[src/rtl/mod_counter_arbiter.sv]
// Round-robin shared modulo-counter engine: requesters take turns owning one counter.
// Define MOD_CTR_PRIORITY_EN to replace round-robin arbitration with fixed lowest-index priority.
module mod_counter_arbiter #(
  parameter int NREQ  = 4,
  parameter int WIDTH = 3,
  parameter int WRAPW = 4
) (
  input  logic                   Store,
  input  logic                   Reset,
  input  logic [NREQ-1:0]        Req,
  input  logic [NREQ*WIDTH-1:0]  Mod,
  input  logic [NREQ*WRAPW-1:0]  Wraps,
  output logic [NREQ-1:0]        Grant,
  output logic [NREQ-1:0]        Done,
  output logic [WIDTH-1:0]       B,
  output logic                   Q,
  output logic                   Busy
);

  localparam int PW = (NREQ > 1) ? $clog2(NREQ) : 1;

  typedef enum logic [1:0] {IDLE, LOAD, RUN, DONE} state_t;

  state_t            state_q, state_d;
  logic [NREQ-1:0]   grant_q, grant_d;
  logic [NREQ-1:0]   done_q, done_d;
  logic [WIDTH-1:0]  b_q, b_d;
  logic [WIDTH-1:0]  modCap_q, modCap_d;
  logic [WRAPW-1:0]  wrapsCap_q, wrapsCap_d;
  logic [WRAPW-1:0]  wrapCnt_q, wrapCnt_d;
  logic [PW-1:0]     ptr_q, ptr_d;
  logic [PW-1:0]     owner_q, owner_d;
  logic              busy_q, busy_d;

  logic [PW-1:0]     winner;
  logic              found;
  logic              anyReq;
  logic              ownerReq;
  logic [WIDTH-1:0]  modSel;
  logic [WRAPW-1:0]  wrapsSel;
  logic [WIDTH-1:0]  termVal;
  logic [WRAPW-1:0]  wrapInc;
  logic              atTerm;
  logic              lastWrap;

`ifndef MOD_CTR_PRIORITY_EN
  function automatic logic [PW-1:0] rrIdx(input logic [PW-1:0] p, input int k);
    int s;
    s = int'(p) + k;
    if (s >= NREQ) s = s - NREQ;
    return PW'(s);
  endfunction
`endif

  // Winner search: lowest index in priority build, otherwise upward from pointer+1.
  always_comb begin
    winner = '0;
    found  = 1'b0;
`ifdef MOD_CTR_PRIORITY_EN
    for (int i = 0; i < NREQ; i++) begin
      if (!found && Req[i]) begin
        winner = PW'(i);
        found  = 1'b1;
      end
    end
`else
    for (int k = 1; k <= NREQ; k++) begin
      if (!found && Req[rrIdx(ptr_q, k)]) begin
        winner = rrIdx(ptr_q, k);
        found  = 1'b1;
      end
    end
`endif
  end

  assign anyReq   = |Req;
  assign ownerReq = Req[owner_q];
  assign modSel   = Mod[int'(owner_q)*WIDTH +: WIDTH];
  assign wrapsSel = Wraps[int'(owner_q)*WRAPW +: WRAPW];

  // Modulus 0 wraps naturally to all-ones, giving a full 2^WIDTH count.
  assign termVal  = modCap_q - WIDTH'(1);
  assign atTerm   = (b_q == termVal);
  assign wrapInc  = wrapCnt_q + WRAPW'(1);
  assign lastWrap = (wrapInc == wrapsCap_q);

  always_ff @(posedge Store or negedge Reset) begin
    if (!Reset) begin
      state_q    <= IDLE;
      grant_q    <= '0;
      done_q     <= '0;
      b_q        <= '0;
      modCap_q   <= '0;
      wrapsCap_q <= '0;
      wrapCnt_q  <= '0;
      ptr_q      <= PW'(NREQ - 1);
      owner_q    <= '0;
      busy_q     <= 1'b0;
    end else begin
      state_q    <= state_d;
      grant_q    <= grant_d;
      done_q     <= done_d;
      b_q        <= b_d;
      modCap_q   <= modCap_d;
      wrapsCap_q <= wrapsCap_d;
      wrapCnt_q  <= wrapCnt_d;
      ptr_q      <= ptr_d;
      owner_q    <= owner_d;
      busy_q     <= busy_d;
    end
  end

  // A dropped owner request aborts LOAD or RUN straight back to IDLE.
  always_comb begin
    state_d = state_q;
    case (state_q)
      IDLE: begin
        if (anyReq) state_d = LOAD;
      end
      LOAD: begin
        if (!ownerReq)             state_d = IDLE;
        else if (wrapsSel == '0)   state_d = DONE;
        else                       state_d = RUN;
      end
      RUN: begin
        if (!ownerReq)             state_d = IDLE;
        else if (atTerm && lastWrap) state_d = DONE;
      end
      DONE:    state_d = IDLE;
      default: state_d = IDLE;
    endcase
  end

  always_comb begin
    grant_d    = grant_q;
    b_d        = b_q;
    modCap_d   = modCap_q;
    wrapsCap_d = wrapsCap_q;
    wrapCnt_d  = wrapCnt_q;
    ptr_d      = ptr_q;
    owner_d    = owner_q;

    case (state_q)
      IDLE: begin
        if (anyReq) begin
          grant_d         = '0;
          grant_d[winner] = 1'b1;
          owner_d         = winner;
        end
      end
      LOAD: begin
        modCap_d   = modSel;
        wrapsCap_d = wrapsSel;
        b_d        = '0;
        wrapCnt_d  = '0;
      end
      RUN: begin
        if (atTerm) begin
          b_d       = '0;
          wrapCnt_d = wrapInc;
        end else begin
          b_d = b_q + WIDTH'(1);
        end
      end
      default: ;
    endcase

    // Completion and abort both hand the pointer to the owner so it goes last next time.
    if (state_q != IDLE && state_d == IDLE) begin
      grant_d = '0;
      b_d     = '0;
      ptr_d   = owner_q;
    end

    done_d = (state_d == DONE) ? grant_q : '0;
    busy_d = (state_d != IDLE);
  end

  assign Grant = grant_q;
  assign Done  = done_q;
  assign B     = b_q;
  assign Busy  = busy_q;
  assign Q     = (state_q == RUN) && atTerm;

endmodule

[config.mk]
export PLATFORM = sky130hd
export DESIGN_NAME = mod_counter_arbiter
export DESIGN_NICKNAME = d
export VERILOG_FILES = /design/src/rtl/mod_counter_arbiter.sv
export SDC_FILE = /design/constraint.sdc
export NUM_CORES = 1
export LEC_CHECK = 0
export CAP_MARGIN = 5
export CORE_ASPECT_RATIO = 0.6
export CORE_MARGIN = 5
export CORE_UTILIZATION = 45
export CTS_CLUSTER_DIAMETER = 120
export DETAILED_ROUTE_END_ITERATION = 8
export MAX_ROUTING_LAYER = met4
export PLACE_DENSITY = 0.76
export SLEW_MARGIN = 20
export SYNTH_ARGS = -nofsm -noshare
export SYNTH_HDL_FRONTEND = slang
export SYNTH_SLANG_ARGS = --single-unit
[constraint.sdc]
create_clock -name Store -period 3.1 [get_ports Store]
set_input_delay 0.465 -clock Store [delete_from_list [all_inputs] [get_ports Store]]
set_output_delay 0.465 -clock Store [all_outputs]
set_load 0.005 [all_outputs]
# Yosys cells after proc, flatten, opt, wreduce, memory -nomap -nowiden

Index checks and enable logic that the tools add are counted.

Bits in registers: 29
Input bits: 34
Output and inout bits: 13
Logic and storage cells: 103

Add/sub/neg operators: 11
Multiply operators: 1
$lt $le $gt $ge: 11
Eq/ne operators: 7
Shift operators: 2
Mux-type cells: 38
Reductions and logical operators: 23

Operators by type and width:

| kind                | count |
|---|---|
| $mux 2              | 12 |
| $mux 4              | 5 |
| $lt 2x3->1 const B  | 6 |
| $shiftx 16x5->4     | 1 |
| $shiftx 12x5->3     | 1 |
| $bmux 1 s2          | 5 |
| $mux 1              | 10 |
| $reduce_bool 2->1   | 5 |
| $ge 3x3->1 const B  | 3 |
| $pmux 2 s4          | 1 |
| $pmux 4 s2          | 1 |
| $sub 2x1->2 const B | 4 |
| $logic_and 1x1->1   | 7 |
| $add 2x2->3 const B | 2 |
| $eq 2x2->1 const B  | 3 |
| $mux 3              | 2 |
| $pmux 3 s2          | 1 |
| $reduce_and 2->1    | 3 |
| $add 2x3->4 const B | 1 |
| $add 4x1->4 const B | 1 |
| $eq 4x4->1          | 1 |
| $ge 4x3->1 const B  | 1 |
| $logic_not 2->1     | 2 |
| $logic_not 4->1     | 1 |
| other kinds (12)    | 14 |

# Depth between registers and ports, before layout

Gate-level depths: netlist of the first run.

Depth in word-level cells: 22
Mapped depth: 6
Mapped depth without buffers: 6

# Worst setup path before layout of the first run

No wires, ideal clock.

Path type: register to register
Start: register b_q[2], in the netlist B[2]
End: register wrapCnt_q[2]
Library setup time: 0.079 ns
Arrival time: 1.827 ns
Required time: 3.021 ns
Path slack: 1.194 ns
Cell stages (with the launch flop): 5
Path buffers: 0
Period minus slack after synthesis: 1.906 ns
Path through: dfrtp_1 -> xor3_1 -> nor4b_4 -> mux2_1 -> mux2i_1

Longest elaborated chain between the ends: 3

RTL lines:

| element                           | RTL line | text |
|---|---|---|
| start: declaration                | 27       | `logic [WIDTH-1:0] b_q, b_d;` |
| start signal: assignment          | 92       | `b_q <= '0;` |
| start signal: assignment          | 103      | `b_q <= b_d;` |
| $eq 3x3->1                        | 83       | `assign atTerm = (b_q == termVal);` |
| $ne 2x2->1 (no source line)       | --       |  |
| $reduce_and 2->1 (no source line) | --       |  |
| end signal: assignment            | 106      | `wrapCnt_q <= wrapCnt_d;` |
| end: declaration                  | 30       | `logic [WRAPW-1:0] wrapCnt_q, wrapCnt_d;` |

No other way between the ends.
A chain may end at the register's enable or synchronous reset.

# Worst setup path after layout of the first run

Start: register modCap_q[0]
End: output port Q

Longest elaborated chain between the ends: 3

RTL lines:

| element                  | RTL line | text |
|---|---|---|
| start: declaration       | 28       | `logic [WIDTH-1:0] modCap_q, modCap_d;` |
| start signal: assignment | 104      | `modCap_q <= modCap_d;` |
| $sub 3x1->3              | 82       | `assign termVal = modCap_q - WIDTH'(1);` |
| $eq 3x3->1               | 83       |  |
| $logic_and 1x1->1        | 183      | `assign Q = (state_q == RUN) && atTerm;` |
| end: declaration         | 16       | `output logic Q,` |

No other way between the ends.

==> results of run 1 <==
-- power by group --
part	internal, uW	switching [uW]	leakage, uW
Combinational	464	407	0.000551
Clock	180	136	0.0000455
Sequential	512	156	0.000373
-- routing by layer --
layer	track usage [%]	wire [microns]	up-vias
met5	-	0	-
met4	7.002	54	0
met3	6.158	255	8
met2	25.86	1748	44
met1	23.08	1747	632
li1	-	-	629
-- cell usage after synthesis (2+ instances only) --
master / instances
dfrtp_1: 27
nand2_1: 27
mux4_2: 8
nor2_1: 8
inv_1: 6
o21ai_0: 6
xnor2_1: 6
a22o_1: 4
mux2_1: 4
nor2b_1: 4
a21boi_1: 3
a21oi_1: 3
ha_1: 3
nand2b_1: 3
nand3_1: 3
dfstp_2: 2
mux2i_1: 2
xor3_1: 2
-- stage by stage --
stage | worst slack [ps] | instance area (sq um) | hold slack (ps) | power, uW
after global routing | 322.7 | 2261 | 529.4 | 2000
final | 421.8 | 2261 | 497.9 | 1855
after CTS | 400.9 | 2261 | 500.9 | 1869
after detailed placement | 676.7 | 2171 | 486.3 | 1540
after floorplan | 1194 | 1642 | 169.4 | 1270
after global placement | 729.7 | 2171 | 478.5 | 1513
-- sequential cells by signal (all words and copies together) (netlist names) --
name / flops
B: 3
Busy: 1
Done: 4
Grant: 4
modCap_q: 3
owner_q: 2
ptr_q: 2
state_q: 2
wrapCnt_q: 4
wrapsCap_q: 4
-- logic make-up after synthesis --
family,synth area share (%)
xor+xnor,6.631
compound gates,11.74
fa+ha+maj,2.973
mux,15.62
buf+inv,2.591
simple gates,16.08
flops,44.36
-- worst max path at each step --
stage	startpoint	depth (start not counted)	slack, ps	endpoint
after floorplan	B[2]	4	1190	wrapCnt_q[2]
after global placement	Req[3]	5	730	Grant[3]
after detailed placement	Req[3]	5	680	Grant[3]
after CTS	modCap_q[0]	6	400	Q
after global routing	modCap_q[0]	6	320	Q
final	modCap_q[0]	6	420	Q
-- tightest hold or removal path, cell delays in order, from the launching register on --
cell	delay, ps
dfrtp_1	360
nand2_1	60
nand2_1	50
-- cell type report --
class / count / area [sq um]
well taps: 47 / 58.81
flip-flops and latches: 29 / 728.2
clock buffers: 8 / 90.09
inverters: 6 / 22.52
fillers: 306 / 1334
multi-input cells: 105 / 870.8
repair buffers: 50 / 490.5
==> metrics.md, run 1 <==
| Metric | Value |
|---|---|
| Status | `completed` |
| Syn nets | `180` |
| Final HPWL DP | `2945 microns` |
| Buf/Inv on CP | `3` |
| Die ar. | `4996 sq um` |
| Port Buffer Count | `46` |
| F_max | `373.4 MHz` |
| Layout cells sized above 1 | `13.64%` |
| Leakage | `0.0009702 uW` |
| Vias in the first global route | `1355` |
| Die height | `56.79 microns` |
| Setup Crit Path Kind | `reg2out` |
| Mean cell area of the mapped netlist | `11.48 sq um` |
| Deepest clock path buffer count | `2` |
| CP max FO | `10` |
| Global-route wire length before repair | `6451 microns` |
| Worst flop-to-flop path startpoint | `owner_q[1]` |
| Final Max Tran Viols | `0` |
| CP max-delay cell | `clkdlybuf4s50_1` |
| Largest area contributor in the netlist | `dfrtp_1` |
| Vias per cell | `5.359` |
| Root buffer cell | `clkbuf_8` |
| Layout Skew | `7.337 ps` |
| CTS H-tree depth | `2` |
| Die Wd | `87.98 microns` |
| Syn Std Cell Area | `1642 sq um` |
| WL/cell | `15.53 microns` |
| CTS hold repair buffers | `0` |
| Initial core utilization | `45.67%` |
| Detailed Routing Iterations Pass 1 | `4` |
| Vias post-DR | `1313` |
| Critical path's largest stage delay | `520 ps` |
| DRT Wirelength | `3806 microns` |
| Worst path required time | `2630 ps` |
| Largest net degree at the start of global routing | `30` |
| Ys flop type | `dfrtp_1` |
| GR Util All Layers | `17.91%` |
| Cts bufs inserted | `5` |
| Initial drt markers | `35` |
| Setup crit end kind | `output pin` |
| RSZ-0062 raised after global routing | `false` |
| Final worst path period need | `2678 ps` |
| Most common cell after layout, fill and taps aside | `clkdlybuf4s50_1` |
| Period utilization | `86.39%` |
| Site row count | `17` |
| Setup TNS | `0 ps` |
| Final hold vios | `0` |
| Layout area overhead | `37.73%` |
| Overflow after GRT | `0` |
| #FFs+latches synth | `29` |
| Post-synth EDFFs | `0` |
| Core area | `3595 sq um` |
| TritonCTS clock tree | `yes` |
| Post-CTS sizing | `0` |
| Post-synthesis sequential area ratio | `44.36%` |
| Synth cell types | `40` |
| Peak VDD IR | `381.4 uV` |
| FFs w/ async S/R, synth | `100.0%` |
| Final Core Density | `62.90%` |
| Final setup vio count | `0` |
| Initial antenna violation count | `0` |
| I/O Pins | `47` |
| Final GP Congestion | `0.8574` |
| Crit start category | `flip-flop` |
| Max-slew headroom | `62.40%` |
| Worst slew pin tran | `558.1 ps` |
| Setup bufs post-CTS | `0` |
| Share of the synthesized area in the top cell type | `41.16%` |
| Critical path's top delay family | `buffers and inverters` |
| Hold Crit Class | `reg2reg` |
| Yosys warns | `0` |
| Final nets | `234` |
| Max cap viols | `0` |
| R2R cell count | `4` |
| Reg-to-reg endpoint | `Grant[3]` |
| Most frequent cells in the layout | `clkdlybuf4s50_1 (46), dfrtp_1 (27), nand2_1 (27)` |
| Clk slew on worst S/H paths | `60 ps` |
| Hold worst-path end | `wrapsCap_q[3]` |
| Final ANT Viol Nets | `0` |
| Clock Latency Late Sink | `280 ps` |
| Pwr/cell area | `820.5 nW/um^2` |
| Crit-path cells | `inv_1 > ha_1 > xor3_1 > nor4b_4 > buf_4 > clkdlybuf4s50_1` |
| R2R setup slack | `970 ps` |
| Area contributors post-synth | `dfrtp_1 (41%), mux4_2 (11%), nand2_1 (6.2%)` |
| ANT cells | `0` |
| Hold path depth | `2` |
| Cell count after synthesis | `143` |
| HP Start | `wrapsCap_q[3]` |
| # placed instances | `237` |
| Clock Sinks | `29` |
| Data arrival time of the critical path | `2210 ps` |
| Post-route insts no fill | `245` |
| Residual DRC | `0` |
Power figures use the tool's default switching activity.
==> run 2: changes to the inputs <==
--- a/config.mk
+++ b/config.mk
@@ -6,13 +6,13 @@
 export NUM_CORES = 1
 export LEC_CHECK = 0
 export CAP_MARGIN = 5
-export CORE_ASPECT_RATIO = 0.6
+export CORE_ASPECT_RATIO = 0.75
 export CORE_MARGIN = 5
-export CORE_UTILIZATION = 45
+export CORE_UTILIZATION = 40
 export CTS_CLUSTER_DIAMETER = 120
 export DETAILED_ROUTE_END_ITERATION = 8
 export MAX_ROUTING_LAYER = met4
-export PLACE_DENSITY = 0.76
+export PLACE_DENSITY = 0.69
 export SLEW_MARGIN = 20
 export SYNTH_ARGS = -nofsm -noshare
 export SYNTH_HDL_FRONTEND = slang
==> run 2 against run 1 <==
Net effect:
- sequential share of layout area shrank 0.19 points
- combinational power about the same
- non-clock buffer count fell by 1
==> metrics.md, run 2 (synthesis results as in run 1) <==
| Metric | Value |
|---|---|
| Final ANT Viol Nets | `0 (unchanged)` |
| Met2 Usage GRT | `26.49% (was 25.86%)` |
| Final Core Density | `56.81% (was 62.90%)` |
| R2R setup slack | `960 ps (was 970 ps)` |
| Crit-path cells | `xor3_1 > nor4b_4 > buf_4 > clkdlybuf4s50_1 (was inv_1 > ha_1 > xor3_1 > nor4b_4 > buf_4 > clkdlybuf4s50_1)` |
| CP max FO | `10 (unchanged)` |
| Worst slew pin tran | `848.3 ps (was 558.1 ps)` |
| Hold Slack | `498.1 ps (was 497.9 ps)` |
| Final worst path period need | `2666 ps (was 2678 ps)` |
| Root buffer cell | `clkbuf_8 (unchanged)` |
| RSZ-0062 raised after global routing | `false (unchanged)` |
| Layout Skew | `2.629 ps (was 7.337 ps)` |
| Final HPWL DP | `3054 microns (was 2945 microns)` |
| GR Util All Layers | `16.20% (was 17.91%)` |
| Die height | `65.48 microns (was 56.79 microns)` |
| Hold Crit Class | `reg2reg (unchanged)` |
| Deepest clock path buffer count | `2 (unchanged)` |
| Final GP Congestion | `0.8876 (was 0.8574)` |
| Placement-stage cell area | `2173 sq um (was 2171 sq um)` |
| Die Wd | `83.97 microns (was 87.98 microns)` |
| Final hold vios | `0 (unchanged)` |
| Layout cells sized above 1 | `14.21% (was 13.64%)` |
| Cts bufs inserted | `5 (unchanged)` |
| Clk slew on worst S/H paths | `60 ps (about the same)` |
| Layout area overhead | `38.57% (was 37.73%)` |
| Period utilization | `86.00% (was 86.39%)` |
| Detailed Routing Iterations Pass 1 | `4 (unchanged)` |
| Most frequent cells in the layout | `clkdlybuf4s50_1 (46), dfrtp_1 (27), nand2_1 (27) (unchanged)` |
| Port Buffer Count | `46 (unchanged)` |
| CP max-delay cell | `xor3_1 (was clkdlybuf4s50_1)` |
| Vias in the first global route | `1373 (was 1355)` |
| Combinational group share of total power | `46.4% (was 46.9%)` |
| ANT cells | `0 (unchanged)` |
| Vias per cell | `5.179 (was 5.359)` |
| Critical path's largest stage delay | `520 ps (about the same)` |
| F_max | `375.1 MHz (was 373.4 MHz)` |
| Sw frac | `37.78% (was 37.69%)` |
| Initial core utilization | `41.00% (was 45.67%)` |
| Pwr/cell area | `824.7 nW/um^2 (was 820.5 nW/um^2)` |
| Final nets | `233 (was 234)` |
| Die ar. | `5498 sq um (was 4996 sq um)` |
| Largest net degree at the start of global routing | `30 (unchanged)` |
| Global-route wire length before repair | `6706 microns (was 6451 microns)` |
| Setup bufs post-CTS | `0 (unchanged)` |
| Gr busiest metal | `met2 (unchanged)` |
| DRT Wirelength | `3942 microns (was 3806 microns)` |
| I/O Pins | `47 (unchanged)` |
| Peak VDD IR | `510.2 uV (was 381.4 uV)` |
| Crit start category | `flip-flop (unchanged)` |
| Leakage | `0.0009739 uW (was 0.0009702 uW)` |
| Most common cell after layout, fill and taps aside | `clkdlybuf4s50_1 (unchanged)` |
| Max-slew headroom | `43.24% (was 62.40%)` |
| WL/cell | `15.64 microns (was 15.53 microns)` |
| Buf/Inv on CP | `2 (was 3)` |
| Critical path's top delay family | `buffers and inverters (unchanged)` |
| Core area | `4004 sq um (was 3595 sq um)` |
| Final Max Tran Viols | `0 (unchanged)` |
| Max cap viols | `0 (unchanged)` |
| Initial antenna violation count | `0 (unchanged)` |
| Residual DRC | `0 (unchanged)` |
| Clock Sinks | `29 (unchanged)` |
| Setup TNS | `0 ps (unchanged)` |
| Worst path required time | `2630 ps (about the same)` |
| Setup Crit Path Kind | `reg2out (unchanged)` |
| Cell area after layout | `2275 sq um (was 2261 sq um)` |
| Total power | `1876 uW (was 1855 uW)` |
| Site row count | `20 (was 17)` |
| Seq pwr share | `35.3% (was 36.0%)` |
| Initial drt markers | `69 (was 35)` |
| Final setup vio count | `0 (unchanged)` |
| Status | `completed (unchanged)` |
| Post-CTS sizing | `0 (unchanged)` |
| Internal power | `1167 uW (was 1156 uW)` |
| Clock Latency Late Sink | `280 ps (about the same)` |
| TritonCTS clock tree | `yes (unchanged)` |
| Vias post-DR | `1305 (was 1313)` |
| Data arrival time of the critical path | `2200 ps (was 2210 ps)` |
| Sw power | `708.7 uW (was 699.3 uW)` |
| Setup crit end kind | `output pin (unchanged)` |
| Clock share of power | `18.3% (was 17.1%)` |
| Grt met3 use | `4.135% (was 6.158%)` |
| CTS hold repair buffers | `0 (unchanged)` |
| GRT met1 Usage | `20.21% (was 23.08%)` |
| CTS H-tree depth | `2 (unchanged)` |
| Overflow after GRT | `0 (unchanged)` |
==> run 2: worst min-delay path, stage by stage, from the launching register on <==
cell	delay (ps)
dfrtp_1	360
nand2_1	50
nand2_1	50
==> run 2: metrics by stage <==
stage	setup WS, ps	std cells
finish	433.9	252
global route	338.7	252
CTS	409.8	252
global placement	722.9	244
floorplan	1194	143
detailed placement	658.9	244
==> run 2: power groups by stage <==
stage	clock [uW]	combinational (uW)	sequential [uW]
after floorplan	0	674	596
after global placement	0	850	667
after detailed placement	0	866	668
after CTS	349	874	663
after global routing	363	960	686
final	343	871	663
==> run 2: cell type report <==
class	instances	area, sq um
timing repair buffer	49	483.0
multi-input combinational	105	870.8
tap	55	68.82
sequential	29	728.2
fill	361	1729
inverter	6	22.52
clock buffer	7	96.34
clock inverter	1	5.005
==> run 2: routing by layer <==
metal  vias to the layer above  wire [microns]
li1                        627               -
met1                       640            1806
met2                        31            1942
met3                         7             159
met4                         0              34
met5                         -               0
==> run 2: path summary, 6_finish.rpt <==
| check | from | end | depth (start not counted) |
|---|---|---|---|
| min in group asynchronous | Reset | Busy | 2 |
| max in group asynchronous | Reset | ptr_q[1] | 2 |
| worst min-delay path | wrapsCap_q[3] | wrapsCap_q[3] | 2 |
| worst max register to register | owner_q[1] | Grant[3] | 4 |
| worst min register to register | wrapsCap_q[3] | wrapsCap_q[3] | 2 |
| worst max-delay path | B[2] | Q | 4 |
==> run 3: changes to the inputs <==
--- a/config.mk
+++ b/config.mk
@@ -8,11 +8,11 @@
 export CAP_MARGIN = 5
 export CORE_ASPECT_RATIO = 0.75
 export CORE_MARGIN = 5
-export CORE_UTILIZATION = 40
+export CORE_UTILIZATION = 45
 export CTS_CLUSTER_DIAMETER = 120
 export DETAILED_ROUTE_END_ITERATION = 8
 export MAX_ROUTING_LAYER = met4
-export PLACE_DENSITY = 0.69
+export PLACE_DENSITY = 0.76
 export SLEW_MARGIN = 20
 export SYNTH_ARGS = -nofsm -noshare
 export SYNTH_HDL_FRONTEND = slang
==> run 3 against run 2 <==
Net effect:
- register-to-register slack barely moved
- die area fell by 9.6%
- hold slack got worse by 2.3 ps
- global-route usage rose by 1.6 points
- count of clock-buffer cells in the layout fell by 2
- routed wire length fell by 4.6%
- critical path depth rose by 2
- sequential share of layout area rose by 0.27 points
- setup slack got worse by 0.94 ps
- largest power group unchanged
==> metrics.md, run 3 (synthesis results as in run 1) <==
| Metric | Value |
|---|---|
| Pwr/cell area | `810.6 nW/um^2 (was 824.7 nW/um^2)` |
| Sw frac | `38.71% (was 37.78%)` |
| GR Util All Layers | `17.76% (was 16.20%)` |
| Max-slew headroom | `39.20% (was 43.24%)` |
| Routed met2 length | `1839 microns (was 1942 microns)` |
| CP max FO | `10 (unchanged)` |
| Worst slew pin tran | `908.7 ps (was 848.3 ps)` |
| Max layer used | `met4 (unchanged)` |
| Largest net degree at the start of global routing | `30 (unchanged)` |
| Setup bufs post-CTS | `0 (unchanged)` |
| M1 WL | `1688 microns (was 1806 microns)` |
| Deepest clock path buffer count | `2 (unchanged)` |
| Max cap viols | `0 (unchanged)` |
| Data arrival time of the critical path | `2200 ps (about the same)` |
| Pre-CTS WS | `670.4 ps (was 658.9 ps)` |
| Clock Latency Late Sink | `290 ps (was 280 ps)` |
| Die ar. | `4968 sq um (was 5498 sq um)` |
| Setup crit end kind | `output pin (unchanged)` |
| # placed instances | `241 (was 244)` |
| Status | `completed (unchanged)` |
| Final hold vios | `0 (unchanged)` |
| Layout cells sized above 1 | `14.21% (unchanged)` |
| Period utilization | `86.03% (was 86.00%)` |
| Core area | `3590 sq um (was 4004 sq um)` |
| Setup TNS | `0 ps (unchanged)` |
| Final setup vio count | `0 (unchanged)` |
| Residual DRC | `0 (unchanged)` |
| Met3 wire length | `171 microns (was 159 microns)` |
| Cts bufs inserted | `5 (unchanged)` |
| DRT Wirelength | `3760 microns (was 3942 microns)` |
| Peak VDD IR | `588.1 uV (was 510.2 uV)` |
| Global-route wire length before repair | `6561 microns (was 6706 microns)` |
| Clock Sinks | `29 (unchanged)` |
| I/O Pins | `47 (unchanged)` |
| Vias post-DR | `1270 (was 1305)` |
| Root buffer cell | `clkbuf_8 (unchanged)` |
| Detailed Routing Iterations Pass 1 | `4 (unchanged)` |
| Final GP Congestion | `0.8514 (was 0.8876)` |
| Setup Crit Path Kind | `reg2out (unchanged)` |
| Final Max Tran Viols | `0 (unchanged)` |
| Leakage | `0.0009636 uW (was 0.0009739 uW)` |
| Final ANT Viol Nets | `0 (unchanged)` |
| TritonCTS clock tree | `yes (unchanged)` |
| Die height | `62.31 microns (was 65.48 microns)` |
| Port Buffer Count | `46 (unchanged)` |
| WL/cell | `15.10 microns (was 15.64 microns)` |
| CTS H-tree depth | `2 (unchanged)` |
| Layout area overhead | `37.42% (was 38.57%)` |
| Most frequent cells in the layout | `clkdlybuf4s50_1 (46), dfrtp_1 (27), nand2_1 (27) (unchanged)` |
| Combinational group share of total power | `47.1% (was 46.4%)` |
| Setup WS post-layout | `432.9 ps (was 433.9 ps)` |
| Final HPWL DP | `2949 microns (was 3054 microns)` |
| Seq pwr share | `36.4% (was 35.3%)` |
| Overflow after GRT | `0 (unchanged)` |
| Post-CTS sizing | `0 (unchanged)` |
| Site row count | `19 (was 20)` |
| Initial antenna violation count | `0 (unchanged)` |
| Layout Skew | `5.713 ps (was 2.629 ps)` |
| Initial drt markers | `78 (was 69)` |
| Vias per cell | `5.100 (was 5.179)` |
| Final nets | `233 (unchanged)` |
| Vias in the first global route | `1399 (was 1373)` |
| Clock share of power | `16.4% (was 18.3%)` |
| Clk slew on worst S/H paths | `60 ps (about the same)` |
| ANT cells | `0 (unchanged)` |
| RSZ-0062 raised after global routing | `false (unchanged)` |
| CTS hold repair buffers | `0 (unchanged)` |
| F_max | `374.9 MHz (was 375.1 MHz)` |
| Most common cell after layout, fill and taps aside | `clkdlybuf4s50_1 (unchanged)` |
| Initial core utilization | `45.73% (was 41.00%)` |
| Hold Crit Class | `reg2reg (unchanged)` |
| Post-route insts no fill | `249 (was 252)` |
| Crit start category | `flip-flop (unchanged)` |
| Sw power | `707.9 uW (was 708.7 uW)` |
| Worst path required time | `2630 ps (about the same)` |
| Internal power | `1121 uW (was 1167 uW)` |
| Die Wd | `79.74 microns (was 83.97 microns)` |
| Final worst path period need | `2667 ps (was 2666 ps)` |
[run 3: changes by cell type in the layout (fill, tap and decap cells not counted)]
cell	before	now
clkinv_2	1	2
clkbuf_8	7	5
clkinvlp_4	0	1
[run 3: path summary, 6_finish.rpt]
path                                    start             to  slack [ps]  depth (start not counted)
worst min register to register  wrapsCap_q[3]  wrapsCap_q[3]         500                          2
worst min-delay path            wrapsCap_q[3]  wrapsCap_q[3]         500                          2
max in group asynchronous               Reset       ptr_q[1]        2240                          2
min in group asynchronous               Reset   wrapCnt_q[1]         550                          2
worst max-delay path              modCap_q[0]              Q         430                          6
worst max register to register     owner_q[1]       Grant[3]         960                          4
[run 3: power groups by stage]
stage / combinational (uW) / clock (uW) / sequential [uW]
after floorplan: 674 / 0 / 596
after global placement: 836 / 0 / 665
after detailed placement: 856 / 0 / 677
after CTS: 866 / 313 / 669
after global routing: 953 / 339 / 691
final: 862 / 300 / 666
[run 3: final cells by class]
cell class,instances,area (sq um)
Fill cell,293,1334
Multi-Input combinational cell,105,870.8
Sequential cell,29,728.2
Timing Repair Buffer,49,483.0
Clock buffer,5,68.82
Tap cell,52,65.06
Inverter,6,22.52
Clock inverter,3,17.52
[run 3: critical path, cell delays in order, from the launching register on]
cell and delay, ps:
dfrtp_1 380, inv_1 70, ha_1 300, xnor2_1 190, nor4b_4 270, buf_4 200, clkdlybuf4s50_1 510
[run 3: per-stage QoR]
step	utilization, %	cell area [sq um]	total power, uW	hold WS [ps]
2_1_floorplan	-	1642	1270	169.4
3_3_place_gp	60.44	2170	1501	474.1
3_5_place_dp	60.44	2170	1534	486.5
4_1_cts	62.84	2256	1848	499.6
5_1_grt	62.84	2256	1982	527.0
6_report	62.84	2256	1829	495.9
[run 3: layer usage]
| layer | track usage (%) | vias to the layer above |
|---|---|---|
| li1 | - | 626 |
| met2 | 25.94 | 30 |
| met5 | - | - |
| met4 | 5.907 | 0 |
| met3 | 7.370 | 8 |
| met1 | 22.36 | 606 |
